## src/rtl/bs2bin_pkg.sv

```systemverilog
// Shared definitions for the pipelined borrow-save to two's complement converter:
// digit codes and the per-digit split into subtrahend/minuend bits.
package bs2bin_pkg;

  localparam logic [1:0] BS_ZERO_A = 2'b00;
  localparam logic [1:0] BS_ZERO_B = 2'b11;
  localparam logic [1:0] BS_POS    = 2'b01;
  localparam logic [1:0] BS_NEG    = 2'b10;

  typedef struct packed {
    logic s;
    logic d;
  } bs_digit_t;

  // Both zero codes normalise to s=d=0; the arithmetic result is the same either way.
  function automatic bs_digit_t bs_split_digit(input logic [1:0] code);
    bs_digit_t r;
    case (code)
      BS_POS:    r = '{s: 1'b0, d: 1'b1};
      BS_NEG:    r = '{s: 1'b1, d: 1'b0};
      BS_ZERO_A: r = '{s: 1'b0, d: 1'b0};
      BS_ZERO_B: r = '{s: 1'b0, d: 1'b0};
      default:   r = '{s: 1'b0, d: 1'b0};
    endcase
    return r;
  endfunction

endpackage

```

## src/rtl/bs2bin_seg.sv

```systemverilog
// Combinational L-digit slice of the conversion carry chain: y = a + ~b + ci.
module bs2bin_seg #(
  parameter int L = 16
) (
  input  logic [L-1:0] a,
  input  logic [L-1:0] b,
  input  logic         ci,
  output logic [L-1:0] y,
  output logic         co
);

  logic [L:0] c;

  always_comb begin
    c    = '0;
    y    = '0;
    c[0] = ci;
    for (int i = 0; i < L; i++) begin
      {c[i+1], y[i]} = {1'b0, a[i]} + {1'b0, ~b[i]} + {1'b0, c[i]};
    end
  end

  assign co = c[L];

endmodule

```

## src/rtl/bs2bin_pipe.sv

```systemverilog
// Pipelined borrow-save to two's complement converter with negate mode, overflow/zero
// flags and an elastic valid/ready handshake; the carry chain is cut into S segments.
module bs2bin_pipe
  import bs2bin_pkg::*;
#(
  parameter int W = 64,
  parameter int S = 4
) (
  input  logic           clk,
  input  logic           arst_n,
  input  logic           in_valid,
  output logic           in_ready,
  input  logic [2*W-1:0] in_x,
  input  logic           in_neg,
  output logic           out_valid,
  input  logic           out_ready,
  output logic [W-1:0]   out_y,
  output logic           out_ovf,
  output logic           out_zero
);

  localparam int L = W / S;

  if (W < 2 || S < 1 || S > W || (W % S) != 0) begin : g_bad_param
    $error("bs2bin_pipe: need W >= 2, 1 <= S <= W and W a multiple of S");
  end

  logic [W-1:0] a_in, b_in;

  // Negation swaps the operands, so the same adder yields x_s - x_d.
  always_comb begin
    bs_digit_t dg;
    dg   = '0;
    a_in = '0;
    b_in = '0;
    for (int i = 0; i < W; i++) begin
      dg      = bs_split_digit(in_x[2*i +: 2]);
      a_in[i] = in_neg ? dg.s : dg.d;
      b_in[i] = in_neg ? dg.d : dg.s;
    end
  end

  logic [W-1:0] a_p   [S];
  logic [W-1:0] b_p   [S];
  logic [W-1:0] y_p   [S];
  logic         c_p   [S];
  logic         vld_p [S];

  logic [W-1:0] a_stg [S];
  logic [W-1:0] b_stg [S];
  logic [W-1:0] y_stg [S];
  logic         c_stg [S];
  logic         v_stg [S];
  logic [W-1:0] y_nxt [S];
  logic         c_nxt [S];
  logic [S-1:0] rdy;

  // A stage may load when it is empty or everything downstream of it can move.
  always_comb begin
    logic acc;
    acc = out_ready;
    rdy = '0;
    for (int k = S - 1; k >= 0; k--) begin
      acc    = acc | ~vld_p[k];
      rdy[k] = acc;
    end
  end

  assign in_ready = rdy[0];

  for (genvar k = 0; k < S; k++) begin : g_stage
    logic [L-1:0] seg_y;

    if (k == 0) begin : g_head
      assign a_stg[k] = a_in;
      assign b_stg[k] = b_in;
      assign y_stg[k] = '0;
      assign c_stg[k] = 1'b1;
      assign v_stg[k] = in_valid;
    end else begin : g_body
      assign a_stg[k] = a_p[k-1];
      assign b_stg[k] = b_p[k-1];
      assign y_stg[k] = y_p[k-1];
      assign c_stg[k] = c_p[k-1];
      assign v_stg[k] = vld_p[k-1];
    end

    bs2bin_seg #(.L(L)) u_seg (
      .a  (a_stg[k][k*L +: L]),
      .b  (b_stg[k][k*L +: L]),
      .ci (c_stg[k]),
      .y  (seg_y),
      .co (c_nxt[k])
    );

    always_comb begin
      y_nxt[k]            = y_stg[k];
      y_nxt[k][k*L +: L]  = seg_y;
    end

    // ---- stage k register boundary ----
    always_ff @(posedge clk or negedge arst_n) begin
      if (!arst_n) begin
        vld_p[k] <= 1'b0;
        a_p[k]   <= '0;
        b_p[k]   <= '0;
        y_p[k]   <= '0;
        c_p[k]   <= 1'b0;
      end else begin
        if (rdy[k]) vld_p[k] <= v_stg[k];
        if (rdy[k] && v_stg[k]) begin
          a_p[k] <= a_stg[k];
          b_p[k] <= b_stg[k];
          y_p[k] <= y_nxt[k];
          c_p[k] <= c_nxt[k];
        end
      end
    end
  end

  logic ovf_p, zero_p;

  // Exact sign is the inverted final carry; overflow when it disagrees with y[W-1].
  always_ff @(posedge clk or negedge arst_n) begin
    if (!arst_n) begin
      ovf_p  <= 1'b0;
      zero_p <= 1'b0;
    end else if (rdy[S-1] && v_stg[S-1]) begin
      ovf_p  <= ~c_nxt[S-1] ^ y_nxt[S-1][W-1];
      zero_p <= (y_nxt[S-1] == '0);
    end
  end

  assign out_valid = vld_p[S-1];
  assign out_y     = y_p[S-1];
  assign out_ovf   = ovf_p;
  assign out_zero  = zero_p;

endmodule

```

## config.mk

```make
export PLATFORM = sky130hd
export DESIGN_NAME = bs2bin_pipe
export DESIGN_NICKNAME = d
export VERILOG_FILES = /design/src/rtl/bs2bin_pkg.sv /design/src/rtl/bs2bin_seg.sv /design/src/rtl/bs2bin_pipe.sv
export SDC_FILE = /design/constraint.sdc
export NUM_CORES = 1
export LEC_CHECK = 0
export BUFFER_PORTS_ARGS = -buffer_cell sky130_fd_sc_hd__buf_2
export CAP_MARGIN = 10
export CORE_ASPECT_RATIO = 0.9
export CORE_MARGIN = 2
export CORE_UTILIZATION = 55
export CTS_CLUSTER_DIAMETER = 200
export CTS_CLUSTER_SIZE = 8
export DETAILED_ROUTE_END_ITERATION = 8
export GPL_ROUTABILITY_DRIVEN = 0
export GPL_TIMING_DRIVEN = 0
export PLACE_DENSITY = 0.78
export SYNTH_ARGS = -nofsm -noshare
export SYNTH_HDL_FRONTEND = slang
export SYNTH_SLANG_ARGS = --single-unit
```

## constraint.sdc

```tcl
create_clock -name clk -period 11.9 [get_ports clk]
set_input_delay 0.595 -clock clk [delete_from_list [all_inputs] [get_ports clk]]
set_output_delay 0.595 -clock clk [all_outputs]
set_load 0.02 [all_outputs]
```

## Word-level counts from Yosys, hierarchy flattened

Cells that the tools add are included.

| word-level totals | value |
|---|---|
| flip-flop bits (word level) | 553 |
| bits in latches | 0 |
| memory bits (writable) | 0 |
| ROM bits | 0 |
| input port bits | 133 |
| output and inout bits | 68 |
| logic and storage cells | 738 |
| memories kept | 0 |

| cells by class | value |
|---|---|
| $add $sub $neg | 128 |
| multipliers | 0 |
| divide/modulo/power cells | 0 |
| $lt $le $gt $ge | 0 |
| eq/ne operators | 192 |
| shift operators | 0 |
| multiplexer cells | 192 |
| bitwise operators | 74 |
| reduce and logical (&&, ||, !) cells | 133 |

Operators by type and width:

| kind | count |
|---|---|
| 2-bit case mux with 3 select lines | 64 |
| 2-bit == test, second input constant | 128 |
| 1-bit by 1-bit adder with 2-bit output | 64 |
| 2-bit by 1-bit == test with 1-bit output, second input constant | 64 |
| 2-bit logical NOT | 64 |
| 1-bit two-way mux | 128 |
| 2-bit OR reduction | 64 |
| 2-bit by 1-bit adder with 2-bit output | 63 |
| 1-bit NOT | 69 |
| 64-bit logical NOT | 1 |
| 1-bit logical AND | 4 |
| 1-bit bitwise OR | 4 |
| 2-bit by 1-bit adder with 2-bit output, second input constant | 1 |
| 1-bit XOR | 1 |

## Depth between registers and ports, before layout

| logic depth | value |
|---|---|
| word-level depth | 22 |
| mapped depth | 22 |
| depth with buffers taken out | 22 |

## By module

Synthesis repeated with hierarchy kept, for this count alone.

| unflattened totals | value |
|---|---|
| cells, all modules | 1400 |
| area total of the unflattened synthesis | 17225.3 µm² |

By module, submodules not included:

| module | instances | cells each | area an instance (µm²) | seq. area each (µm²) |
|---|---|---|---|---|
| bs2bin_pipe | 1 | 1208 | 15463.6 | 9033.7 |
| bs2bin_seg | 4 | 48 | 440.4 | 0.0 |

## Worst setup path after synthesis

No wires, ideal clock.

| timing path | value |
|---|---|
| kind | input -> register |
| start | input port in_neg |
| end | register y_p, in the netlist y_nxt[143] |
| setup time | 0.125 ns |
| arrival time | 8.061 ns |
| data required time | 11.775 ns |
| slack | 3.714 ns |
| stages on the path | 21 |
| buffers on the path | 3 |
| cell sequence | clkbuf_1 -> buf_2 -> clkbuf_1 -> o21ai_0 -> fa_1 -> fa_1 -> fa_1 -> fa_1 -> fa_1 -> fa_1 -> fa_1 -> fa_1 -> fa_1 -> fa_1 -> fa_1 -> fa_1 -> fa_1 -> fa_1 -> inv_1 -> fa_1 -> mux2_2 |

| between the ends | value |
|---|---|
| longest elaborated chain between the ends | 19 |
| elaborated cells between the ends (all ways) | 80 |
| classes of those cells | add/sub (32); mux (32); bitwise (16) |

Ends and longest elaborated chain:

| element | line | text |
|---|---|---|
| start, declared | bs2bin_pipe.sv:14 | `input logic in_neg,` |
| 1-bit two-way mux | bs2bin_pipe.sv:39 | `b_in[i] = in_neg ? dg.d : dg.s;` |
| 1-bit NOT | bs2bin_seg.sv:19 | `{c[i+1], y[i]} = {1'b0, a[i]} + {1'b0, ~b[i]} + {1'b0, c[i]};` |
| 1-bit by 1-bit adder with 2-bit output | bs2bin_seg.sv:19 |  |
| 2-bit by 1-bit adder with 2-bit output (15 in series) | bs2bin_seg.sv:19 |  |
| 2-bit by 1-bit adder with 2-bit output * | bs2bin_seg.sv:19 |  |
| named net g_stage[0].seg_y[15] | bs2bin_pipe.sv:72 | `logic [L-1:0] seg_y;` |
| end signal, assigned by index | bs2bin_pipe.sv:114 | `y_p[k] <= y_nxt[k];` |
| end, declared | bs2bin_pipe.sv:45 | `logic [W-1:0] y_p [S];` |

The timed path passes the listed nets; every way through them passes the cells marked *.
A chain may end at the register's enable or synchronous reset.

## Worst setup path after layout

Ends and elaborated chain as after synthesis.

==> results.md <==
* Yosys reg bits at 361
* Post-synthesis sequential area ratio at 53.80%
* Most frequent cells after synthesis: dfrtp_1 (361), mux2_2 (215), nand2_1 (166), o21ai_0 (151), mux2i_1 (98)
* H-tree depth at 2
* Final setup fails at 0
* Post-route ant nets at 0
* P_leak at 0.009304 µW
* Status: finished, final reports clean
* Area Growth Syn to Fin at 17.38%
* Relative slew slack at 44.24%
* Peak supply drop at 0.1181 mV
* Worst skew pair latency at 550 ps
* Vias at around 11000
* DR pass1 iterations at 5
* Synth cell types at 32
* Final hold violation count at 0
* Max-Cap Viols at 0
* DRC errors left at 0
* Asr flop ratio synth at 100.0%
* Routed len/inst at 18.92 µm
* CTS tree: yes
* CTS clk-pin slew, worst paths at 50 ps
* Die area at 31940 µm²
* Pwr dens at 222.5 nW/µm²
* Crit. End Element: flip-flop
* First-pass GRT wire length at 61500 µm
* Clock tree sinks at ~360
* Synth warnings at 0
* Slew of the pin with the lowest slew margin at 836.4 ps
* Worst path required time at 12320 ps
* Vias in the first global route at approximately 12000
* Most common cell in the netlist: dfrtp_1
* Fmax achieved at 116.3 MHz
* Core area at between 20000 and 30000 µm²
* Starting density of the core at 56.06%
* Area share of the largest cell type after synthesis at 53.80%
* Critical path data arrival time at 9020 ps
* Worst setup SP type: primary input
* Post-DP HPWL at 28130 µm
* Die Wd at ~190 µm
* Syn Nets at 1575
* GRT overflow at 0
* Die height at 169.8 µm
* Pin count of the biggest net entering global routing at 127
* Vias per cell at ~5.4
* Post-synth EDFFs at 0
* Hold Slack at 323.0 ps
* Routed wire length at 38580 µm
* Crit Path Max Fanout at 10
* Yosys top cell by area: dfrtp_1
* Synth Flop Type: dfrtp_1
* Tmin final at 8602 ps
* Final slew viol count at 0
* Filler cell count at 2238
* Unrepaired setup endpoints after global routing: false
* 1st-iter DRT viols at 635
* Clk Tree Root Cell: clkbuf_16
* Worst setup path class: in2reg
* Setup_tns at 0 ps
* Power consumption at ~4400 µW
* NumNets Final at 1831
* Ports at between 200 and 250
* Number of core rows at 60
* Post-CTS setup buffer count at 0
* Initial antenna violation count at 1
* Clock Path Buffers at 3
* Port Buffers at 199
* Cts bufs inserted at 51
* Syn Inst Count at 1377
* Worst Hold Class: in2reg
* Ranking of synthesized cells by area: dfrtp_1 (54%), mux2_2 (14%), fa_1 (7.5%)
* Layout cells sized above 1 at 31.48%
* Mean Syn Cell Area at 12.19 µm²
* Crit share post-route at between 70 and 80%
* Clock skew at around 18 ps
* Area of the mapped netlist at around 17000 µm²
* Antenna diode count at 0
* Total global-route track usage at 24.85%
-- repair_timing --
| item | 4_1_cts | 5_1_grt |
|---|---|---|
| hold buffers | 1 | 0 |
| gates resized for setup | 0 | 0 |
| endpoints found under the setup margin | 0 | 0 |
| endpoints found under the hold margin | 44 | 0 |
-- cell usage in the layout (no fill, tap or decap), types with 2 or more instances in the layout --
cell type / n
nand2_1: 166
nor4_1: 9
inv_1: 58
inv_6: 3
nand4_1: 5
buf_2: 237
nor4b_1: 2
a211oi_1: 6
nor2_1: 27
mux2_2: 215
nor2b_1: 92
fa_1: 63
a21oi_1: 13
dfrtp_1: 361
buf_16: 3
nand2b_1: 24
clkbuf_16: 51
nand3b_1: 2
clkbuf_1: 31
mux2i_1: 98
ha_1: 2
o21ai_0: 151
or4_1: 2
-- cell type report --
| class | instances | area, µm² | share of cell area (%) |
|---|---|---|---|
| flip-flops and latches | 361 | 9034 | 45.84 |
| clock inverters | 4 | 35.03 | 0.1778 |
| inverters | 59 | 221.5 | 1.124 |
| well taps | 403 | 504.2 | 2.558 |
| multi-input cells | 886 | 7217 | 36.62 |
| plain buffers | 71 | 319.1 | 1.619 |
| clock buffers | 52 | 1280 | 6.494 |
| repair buffers | 203 | 1099 | 5.574 |
-- metrics by stage --
step	worst slack [ps]	util (%)	area (µm²)	cells
floorplan	3714	-	16790	1377
global placement	2762	61.07	18290	1979
detailed placement	2737	61.37	18380	1982
CTS	3252	65.80	19710	2039
global route	2918	65.80	19710	2039
finish	3298	65.80	19710	2039
-- sequential cells by signal, summed over array words and instances (netlist names) --
register	flops
v_stg	3
out_valid	1
a_p	96
out_ovf	1
b_p	96
out_y	64
y_nxt	96
out_zero	1
c_p	3
-- logic make-up after synthesis --
family | count (synthesis) | synth area share [%]
multiplexers | 313 | 20.26
AND/OR/NAND/NOR | 333 | 9.665
AO/OA/AOI/OAI | 174 | 5.343
XOR/XNOR | 1 | 0.05217
buffers and inverters | 130 | 3.219
adder cells (fa/ha/maj) | 65 | 7.660
flip-flops | 361 | 53.80
-- metal layers --
| metal | global-route usage (%) | vias to the layer above | share of wire, % |
|---|---|---|---|
| li1 | - | 5135 | - |
| met1 | 32.40 | 5612 | 42 |
| met2 | 42.29 | 277 | 50 |
| met3 | 4.549 | 67 | 5.2 |
| met4 | 8.456 | 0 | 2.7 |
| met5 | 0 | - | 0 |
-- final timing paths --
kind                                 startpoint                     end  slack (ps)  depth (start not counted)
max                                      in_neg  y_nxt[143]$_DFFE_PN0P_        3300                         21
min                                    in_valid    v_stg[2]$_DFFE_PN0N_         320                          2
max reg2reg                b_p[112]$_DFFE_PN0P_    out_zero$_DFFE_PN0P_        3600                         22
min reg2reg                a_p[242]$_DFFE_PN0P_    a_p[242]$_DFFE_PN0P_         470                          2
max in group asynchronous                arst_n   y_nxt[10]$_DFFE_PN0P_       10000                          4
min in group asynchronous                arst_n    a_p[232]$_DFFE_PN0P_         540                          2
-- report_power, final --
| part | total (µW) | switching, µW | internal, µW |
|---|---|---|---|
| Sequential | 1890 | 266 | 1620 |
| Clock | 1240 | 486 | 750 |
| Combinational | 1260 | 683 | 579 |
| Total | 4390 | 1440 | 2950 |
-- critical path, cell delays in order --
cell,delay (ps)
clkbuf_1,310
buf_2,360
clkbuf_1,640
o21ai_0,260
fa_1,490
fa_1,430
fa_1,430
fa_1,420
fa_1,430
fa_1,440
fa_1,420
fa_1,430
fa_1,430
fa_1,430
fa_1,420
fa_1,420
fa_1,430
fa_1,400
inv_1,100
fa_1,440
mux2_2,280
Power figures use the tool's default switching activity.
